$ cat config.mk
export PLATFORM = sky130hd
export DESIGN_NAME = prime_serializer
export DESIGN_NICKNAME = d
export VERILOG_FILES = /design/src/rtl/prime_serializer.sv
export SDC_FILE = /design/constraint.sdc
export NUM_CORES = 1
export LEC_CHECK = 0
export BUFFER_PORTS_ARGS = -buffer_cell sky130_fd_sc_hd__buf_2
export CORE_AREA = 2 2 221 136
export CTS_CLUSTER_SIZE = 12
export DETAILED_ROUTE_END_ITERATION = 6
export DIE_AREA = 0 0 223 138
export HOLD_SLACK_MARGIN = 0.12
export PLACE_DENSITY = 0.76
export SYNTH_ARGS = -nofsm -noshare
export SYNTH_HDL_FRONTEND = slang
export SYNTH_SLANG_ARGS = --single-unit
$ cat constraint.sdc
create_clock -name clk -period 2.05 [get_ports clk]
set_clock_uncertainty 0.15 [all_clocks]
set_input_delay 0.1025 -clock clk [delete_from_list [all_inputs] [get_ports clk]]
set_output_delay 0.1025 -clock clk [all_outputs]
set_load 0.1 [all_outputs]
$ cat src/rtl/prime_serializer.sv
// prime_serializer: captures a candidate that miller_rabin reports as prime
// and streams it out LSB-chunk first as CHUNK-bit words over valid/ready.
// A one-cycle search_restart pulse follows the final accepted word.
//
// Optional feature macro: PRIME_SER_CHECKSUM_EN
//   When defined, an extra word carrying the XOR of all data chunks follows
//   the data words, and out_last moves onto that checksum word.
//
// Handshake: a word transfers on a rising clk edge where out_valid and
// out_ready are both 1. Once out_valid rises it stays high, with out_data
// and out_last stable, until that transfer happens.
module prime_serializer #(
    parameter int WORDSIZE = 272,
    parameter int CHUNK    = 16
) (
    input  logic                clk,
    input  logic                reset,
    input  logic [WORDSIZE-1:0] cand_in,
    input  logic                mr_finish,
    input  logic                mr_prime,
    output logic [CHUNK-1:0]    out_data,
    output logic                out_valid,
    input  logic                out_ready,
    output logic                out_last,
    output logic                busy,
    output logic                search_restart,
    output logic [15:0]         prime_count,
    output logic [7:0]          drop_count,
    output logic [1:0]          state_dbg
);

    localparam int NUM_CHUNKS = WORDSIZE / CHUNK;
    // Index must be able to reach NUM_CHUNKS (the checksum slot) plus one.
    localparam int IDX_W      = $clog2(NUM_CHUNKS + 2);
`ifdef PRIME_SER_CHECKSUM_EN
    localparam int LAST_IDX   = NUM_CHUNKS;
`else
    localparam int LAST_IDX   = NUM_CHUNKS - 1;
`endif
    localparam logic [IDX_W-1:0] LAST_IDX_V = IDX_W'(LAST_IDX);

    typedef enum logic [1:0] {
        IDLE = 2'd0,
        SEND = 2'd1,
        DONE = 2'd2
    } state_t;

    state_t              state_q;
    state_t              state_d;
    logic [WORDSIZE-1:0] shift_q;
    logic [IDX_W-1:0]    idx_q;
    logic [15:0]         prime_cnt_q;
    logic [7:0]          drop_cnt_q;
`ifdef PRIME_SER_CHECKSUM_EN
    logic [CHUNK-1:0]    csum_q;
`endif

    logic prime_hit;
    logic xfer;
    logic is_last;

    assign prime_hit = mr_finish & mr_prime;
    assign xfer      = (state_q == SEND) & out_ready;
    assign is_last   = (idx_q == LAST_IDX_V);

    // Next-state selection for the IDLE -> SEND -> DONE cycle.
    always_comb begin
        state_d = state_q;
        case (state_q)
            IDLE:    if (prime_hit) state_d = SEND;
            SEND:    if (xfer && is_last) state_d = DONE;
            DONE:    state_d = IDLE;
            default: state_d = IDLE;
        endcase
    end

    // Output decode; data is forced to zero outside SEND so stale bits never leak.
    always_comb begin
        out_valid      = (state_q == SEND);
        out_last       = (state_q == SEND) && is_last;
        busy           = (state_q != IDLE);
        search_restart = (state_q == DONE);
        out_data       = '0;
        if (state_q == SEND) begin
            out_data = shift_q[CHUNK-1:0];
`ifdef PRIME_SER_CHECKSUM_EN
            if (idx_q == IDX_W'(NUM_CHUNKS)) out_data = csum_q;
`endif
        end
    end

    // State register, capture/shift datapath and the two event counters.
    always_ff @(posedge clk) begin
        if (!reset) begin
            state_q     <= IDLE;
            shift_q     <= '0;
            idx_q       <= '0;
            prime_cnt_q <= '0;
            drop_cnt_q  <= '0;
`ifdef PRIME_SER_CHECKSUM_EN
            csum_q      <= '0;
`endif
        end else begin
            state_q <= state_d;
            if (state_q == IDLE && prime_hit) begin
                shift_q     <= cand_in;
                idx_q       <= '0;
                prime_cnt_q <= prime_cnt_q + 16'd1;
`ifdef PRIME_SER_CHECKSUM_EN
                csum_q      <= '0;
`endif
            end else if (xfer) begin
                shift_q <= shift_q >> CHUNK;
                idx_q   <= idx_q + IDX_W'(1);
`ifdef PRIME_SER_CHECKSUM_EN
                // The checksum word itself also lands here, but DONE follows
                // immediately so the extra XOR is never observed.
                csum_q  <= csum_q ^ shift_q[CHUNK-1:0];
`endif
            end
            // A prime verdict while a previous prime is still in flight is lost.
            if (prime_hit && state_q != IDLE && drop_cnt_q != 8'd255)
                drop_cnt_q <= drop_cnt_q + 8'd1;
        end
    end

    assign prime_count = prime_cnt_q;
    assign drop_count  = drop_cnt_q;
    assign state_dbg   = state_q;

endmodule

==> results by group <==
Yosys
  – Warnings, synthesis: 0
  – Syn_nets: 1,911
  – Sequential cell area fraction in the yosys report: 0.476
  – Total standard cell area after synthesis: 0.0127 sq mm
  – Number of distinct library cell variants in the gate-level netlist after synthesis: 36
  – Post-synthesis register bit count: 303
  – Mapped Avg Cell Area: 7.82 sq um
  – Post-synthesis instance total: 1,630

Clock tree
  – Clock sink count: 303
  – Number of CTS-inserted buffers: 30
  – Clock tree from TritonCTS: done
  – Clock Tree Buf Depth: 3
  – Clock slew at the register clock pins of the worst setup and hold paths: roughly 60 ps
  – Clock root buffer: sky130_fd_sc_hd__clkbuf_16
  – Insertion delay to the later sink of the worst-skew pair: 570 ps
  – Htree depth: 1

Global route
  – Grt peak-use layer: met2
  – Via count of the first global-routing pass: 14,200
  – GRT Util Overall: 0.302
  – Met2 Track Usage GR: 0.492
  – Global-route track usage on met1: 0.390
  – Global-route wire length before repair: 75,400 microns
  – Number of antenna violations at the first check in global routing: 8
  – Fraction of met3 tracks used by global routing: 0.0570
  – Total global routing overflow: 0
  – Maximum number of pins on one net before global-route repair: 90

Detailed routing
  – Post-detailed-route DRC marker count: 0
  – Routed wire length: approximately 48,000 microns
  – Number of violations reported at the end of detailed-routing iteration 0: 1,896
  – Count of TritonRoute iterations in the first routing pass: 6
  – Routed Antenna Nets: 0
  – Via density per instance: 5.72
  – Mean routed wirelength per cell: between 15 and 20 microns
  – Via Count: 14,700

Worst hold path
  – Number of cells on the worst hold path: 4
  – Class of the most critical hold timing path: in2reg

Place
  – GPL Wtd Cong: about 0.91
  – Count of placed standard cells including taps: 2,245
  – Count of port buffers added during placement: 322
  – Post-DP HPWL: 28,600 microns

Floorplan
  – DIE HEIGHT: about 140 microns
  – Overall die area: 0.0308 sq mm
  – X dimension of the die: 223 microns
  – Core ar.: around 0.029 sq mm
  – IO Count: approximately 320
  – # rows: 49
  – Initial Utilization: 0.438

STA
  – Worst Hold Margin: 174 ps
  – Setup repair after global routing missed its margin: true
  – Max-slew headroom at the worst pin: 0.613
  – Share of the clock period used by the worst path after layout: 0.981
  – Pins Over Slew Limit: 0
  – Final setup violation count: 0
  – Transition time of the tightest slew-check pin: 574 ps
  – Setup tns final: 0 ps
  – Crit path time final: 2010 ps
  – Final hold vios: 0
  – Peak Freq: 497 MHz

Power
  – Power per cell area: 724 mW/mm^2
  – Peak supply drop: 0.569 mV
  – Static power due to leakage: 0.00751 uW

Setup path
  – Critical Path Start Type: flip-flop
  – Kind of critical path: reg2reg
  – Type of element capturing the critical path: flip-flop
  – Arrival time of data at the critical path endpoint: 2300 ps
  – Cell count of the worst reg-to-reg path: 5
  – Worst Path Required: 2340 ps
  – Crit path max fanout: 35

Job
  – # Max-Cap Violations: 0

Finish
  – Number of nets in the layout: 2,455
  – Share of final-layout standard cells stronger than drive strength 1: 0.216
  – Fill cell instance count of the final layout: 2,176
  – Fraction of the core area covered by cells at the end of the flow: 0.660
  – Post-route non-filler standard cell count: between 2,000 and 3,000
  – Post-synthesis to final-layout area growth: 50.8%

Outcome
  – Outcome: complete, no violations
[final timing paths]
| path | startpoint | to | slack, ps |
|---|---|---|---|
| max | state_dbg[1] | shift_q[99] | 40 |
| min | cand_in[271] | shift_q[271] | 170 |
| max reg2reg | state_dbg[1] | shift_q[99] | 40 |
| min reg2reg | shift_q[12] | shift_q[12] | 310 |
[placed cells by master (no fill, tap or decap), types with 2 or more instances in the layout]
master | netlist | layout
sky130_fd_sc_hd__a21oi_1 | 38 | 38
sky130_fd_sc_hd__a22oi_1 | 44 | 44
sky130_fd_sc_hd__a311oi_1 | 228 | 226
sky130_fd_sc_hd__a311oi_2 | 0 | 2
sky130_fd_sc_hd__and2_1 | 18 | 8
sky130_fd_sc_hd__and2_4 | 0 | 10
sky130_fd_sc_hd__and3_1 | 3 | 3
sky130_fd_sc_hd__and4_1 | 2 | 2
sky130_fd_sc_hd__buf_12 | 0 | 43
sky130_fd_sc_hd__buf_2 | 3 | 304
sky130_fd_sc_hd__buf_4 | 0 | 35
sky130_fd_sc_hd__buf_6 | 0 | 2
sky130_fd_sc_hd__clkbuf_1 | 131 | 7
sky130_fd_sc_hd__clkbuf_16 | 0 | 30
sky130_fd_sc_hd__clkbuf_8 | 0 | 4
sky130_fd_sc_hd__dfxtp_1 | 303 | 279
sky130_fd_sc_hd__dfxtp_2 | 0 | 10
sky130_fd_sc_hd__dfxtp_4 | 0 | 14
sky130_fd_sc_hd__diode_2 | 0 | 8
sky130_fd_sc_hd__dlygate4sd3_1 | 0 | 277
sky130_fd_sc_hd__ha_1 | 4 | 3
sky130_fd_sc_hd__inv_1 | 4 | 2
sky130_fd_sc_hd__inv_2 | 1 | 2
sky130_fd_sc_hd__nand2_1 | 500 | 499
sky130_fd_sc_hd__nand3_1 | 7 | 7
sky130_fd_sc_hd__nand4_1 | 7 | 7
sky130_fd_sc_hd__nand4b_1 | 2 | 2
sky130_fd_sc_hd__nor2_1 | 266 | 265
sky130_fd_sc_hd__nor3_1 | 2 | 2
sky130_fd_sc_hd__nor4_1 | 4 | 4
sky130_fd_sc_hd__nor4bb_4 | 0 | 2
sky130_fd_sc_hd__o211ai_1 | 3 | 3
sky130_fd_sc_hd__o21ai_0 | 7 | 7
sky130_fd_sc_hd__or3_1 | 5 | 5
sky130_fd_sc_hd__xnor2_1 | 10 | 10
sky130_fd_sc_hd__xor2_1 | 9 | 9
[final cells by class]
type | count | area (sq um) | area share
antenna | 8 | 20.0 | 0.00104
clock buffer | 41 | 832 | 0.0433
clock inverter | 3 | 51.3 | 0.00267
inverter | 5 | 26.3 | 0.00137
multi-input combinational | 1172 | 6220 | 0.323
sequential | 303 | 6130 | 0.319
tap | 382 | 478 | 0.0249
timing repair buffer | 662 | 5470 | 0.284
[metal layers]
metal  share of wire  wire [microns]  vias up
met5               0               0        -
met4           0.049            2390        0
met3           0.087            4190      200
met2            0.46           22300      855
met1            0.40           19500     6882
li1                -               -     6788
[kinds of logic (layout without fill, tap and decap cells)]
| family | count (synthesis) | count (layout) | synth area share |
|---|---|---|---|
| AOI/OAI and AO/OA | 323 | 323 | 0.204 |
| buffers and inverters | 155 | 711 | 0.0459 |
| adders and majority gates | 4 | 4 | 0.00393 |
| xor gates and xnor gates | 19 | 19 | 0.0131 |
| other | 0 | 8 | 0 |
| and+or+nand+nor | 825 | 825 | 0.256 |
| muxes | 1 | 1 | 0.000786 |
| DFF | 303 | 303 | 0.476 |
[power breakdown]
part,leakage (uW),switching (uW),total (uW),internal [uW]
clock network,0.000432,2340,5250,2910
registers,0.00250,260,6530,6270
logic,0.00458,1110,2150,1040
[repair_timing]
item,CTS,global route
endpoints found under the hold margin,297,0
setup buffers,1,1
hold buffers,277,0
endpoints found under the setup margin,17,9
pin swaps,1,2
resized for setup,7,13
[through the flow]
step | total power [uW] | area [sq um] | setup WS (ps)
finish | 13900 | 19200 | 39.4
global route | 14400 | 19200 | -2.62
CTS | 13900 | 19100 | 22.0
detailed placement | 8250 | 15500 | 157
global placement | 8200 | 15500 | 220
floorplan | 7500 | 12800 | 29.1
[Yosys cell counts]
master,number,area share
sky130_fd_sc_hd__nand2_1,500,0.15
sky130_fd_sc_hd__dfxtp_1,303,0.48
sky130_fd_sc_hd__nor2_1,266,0.078
sky130_fd_sc_hd__a311oi_1,228,0.16
sky130_fd_sc_hd__clkbuf_1,131,0.039
sky130_fd_sc_hd__a22oi_1,44,0.026
sky130_fd_sc_hd__a21oi_1,38,0.015
sky130_fd_sc_hd__and2_1,18,0.0088
sky130_fd_sc_hd__buf_1,16,0.0047
sky130_fd_sc_hd__xnor2_1,10,0.0069
sky130_fd_sc_hd__xor2_1,9,0.0062
sky130_fd_sc_hd__nand3_1,7,0.0027
sky130_fd_sc_hd__nand4_1,7,0.0034
sky130_fd_sc_hd__o21ai_0,7,0.0027
sky130_fd_sc_hd__or3_1,5,0.0025
sky130_fd_sc_hd__ha_1,4,0.0039
sky130_fd_sc_hd__inv_1,4,0.0012
sky130_fd_sc_hd__nor4_1,4,0.0020
sky130_fd_sc_hd__and3_1,3,0.0015
sky130_fd_sc_hd__buf_2,3,0.0012
sky130_fd_sc_hd__o211ai_1,3,0.0018
sky130_fd_sc_hd__and4_1,2,0.0014
sky130_fd_sc_hd__nand4b_1,2,0.0014
sky130_fd_sc_hd__nor2b_1,2,0.00098
sky130_fd_sc_hd__nor3_1,2,0.00079
sky130_fd_sc_hd__nor4bb_1,2,0.0016
sky130_fd_sc_hd__a2111oi_0,1,0.00069
sky130_fd_sc_hd__and3b_1,1,0.00069
sky130_fd_sc_hd__inv_2,1,0.00029
sky130_fd_sc_hd__mux2i_1,1,0.00079
sky130_fd_sc_hd__nand4bb_1,1,0.00088
sky130_fd_sc_hd__o211a_1,1,0.00079
sky130_fd_sc_hd__o31ai_1,1,0.00059
sky130_fd_sc_hd__or2_2,1,0.00049
sky130_fd_sc_hd__or4_1,1,0.00059
sky130_fd_sc_hd__or4_4,1,0.00088
[worst max-delay path: stages, from the launching register on]
cell	delay (ps)
sky130_fd_sc_hd__dfxtp_4	380
sky130_fd_sc_hd__and3b_4	450
sky130_fd_sc_hd__buf_12	240
sky130_fd_sc_hd__buf_4	160
sky130_fd_sc_hd__nand2_1	90
sky130_fd_sc_hd__a311oi_1	380
[flip-flops by register name (all words and copies together), names as in the netlist]
signal,cells
shift_q,272
prime_count,16
drop_count,8
idx_q,5
state_dbg,2
(Power assumes the default switching activity.)
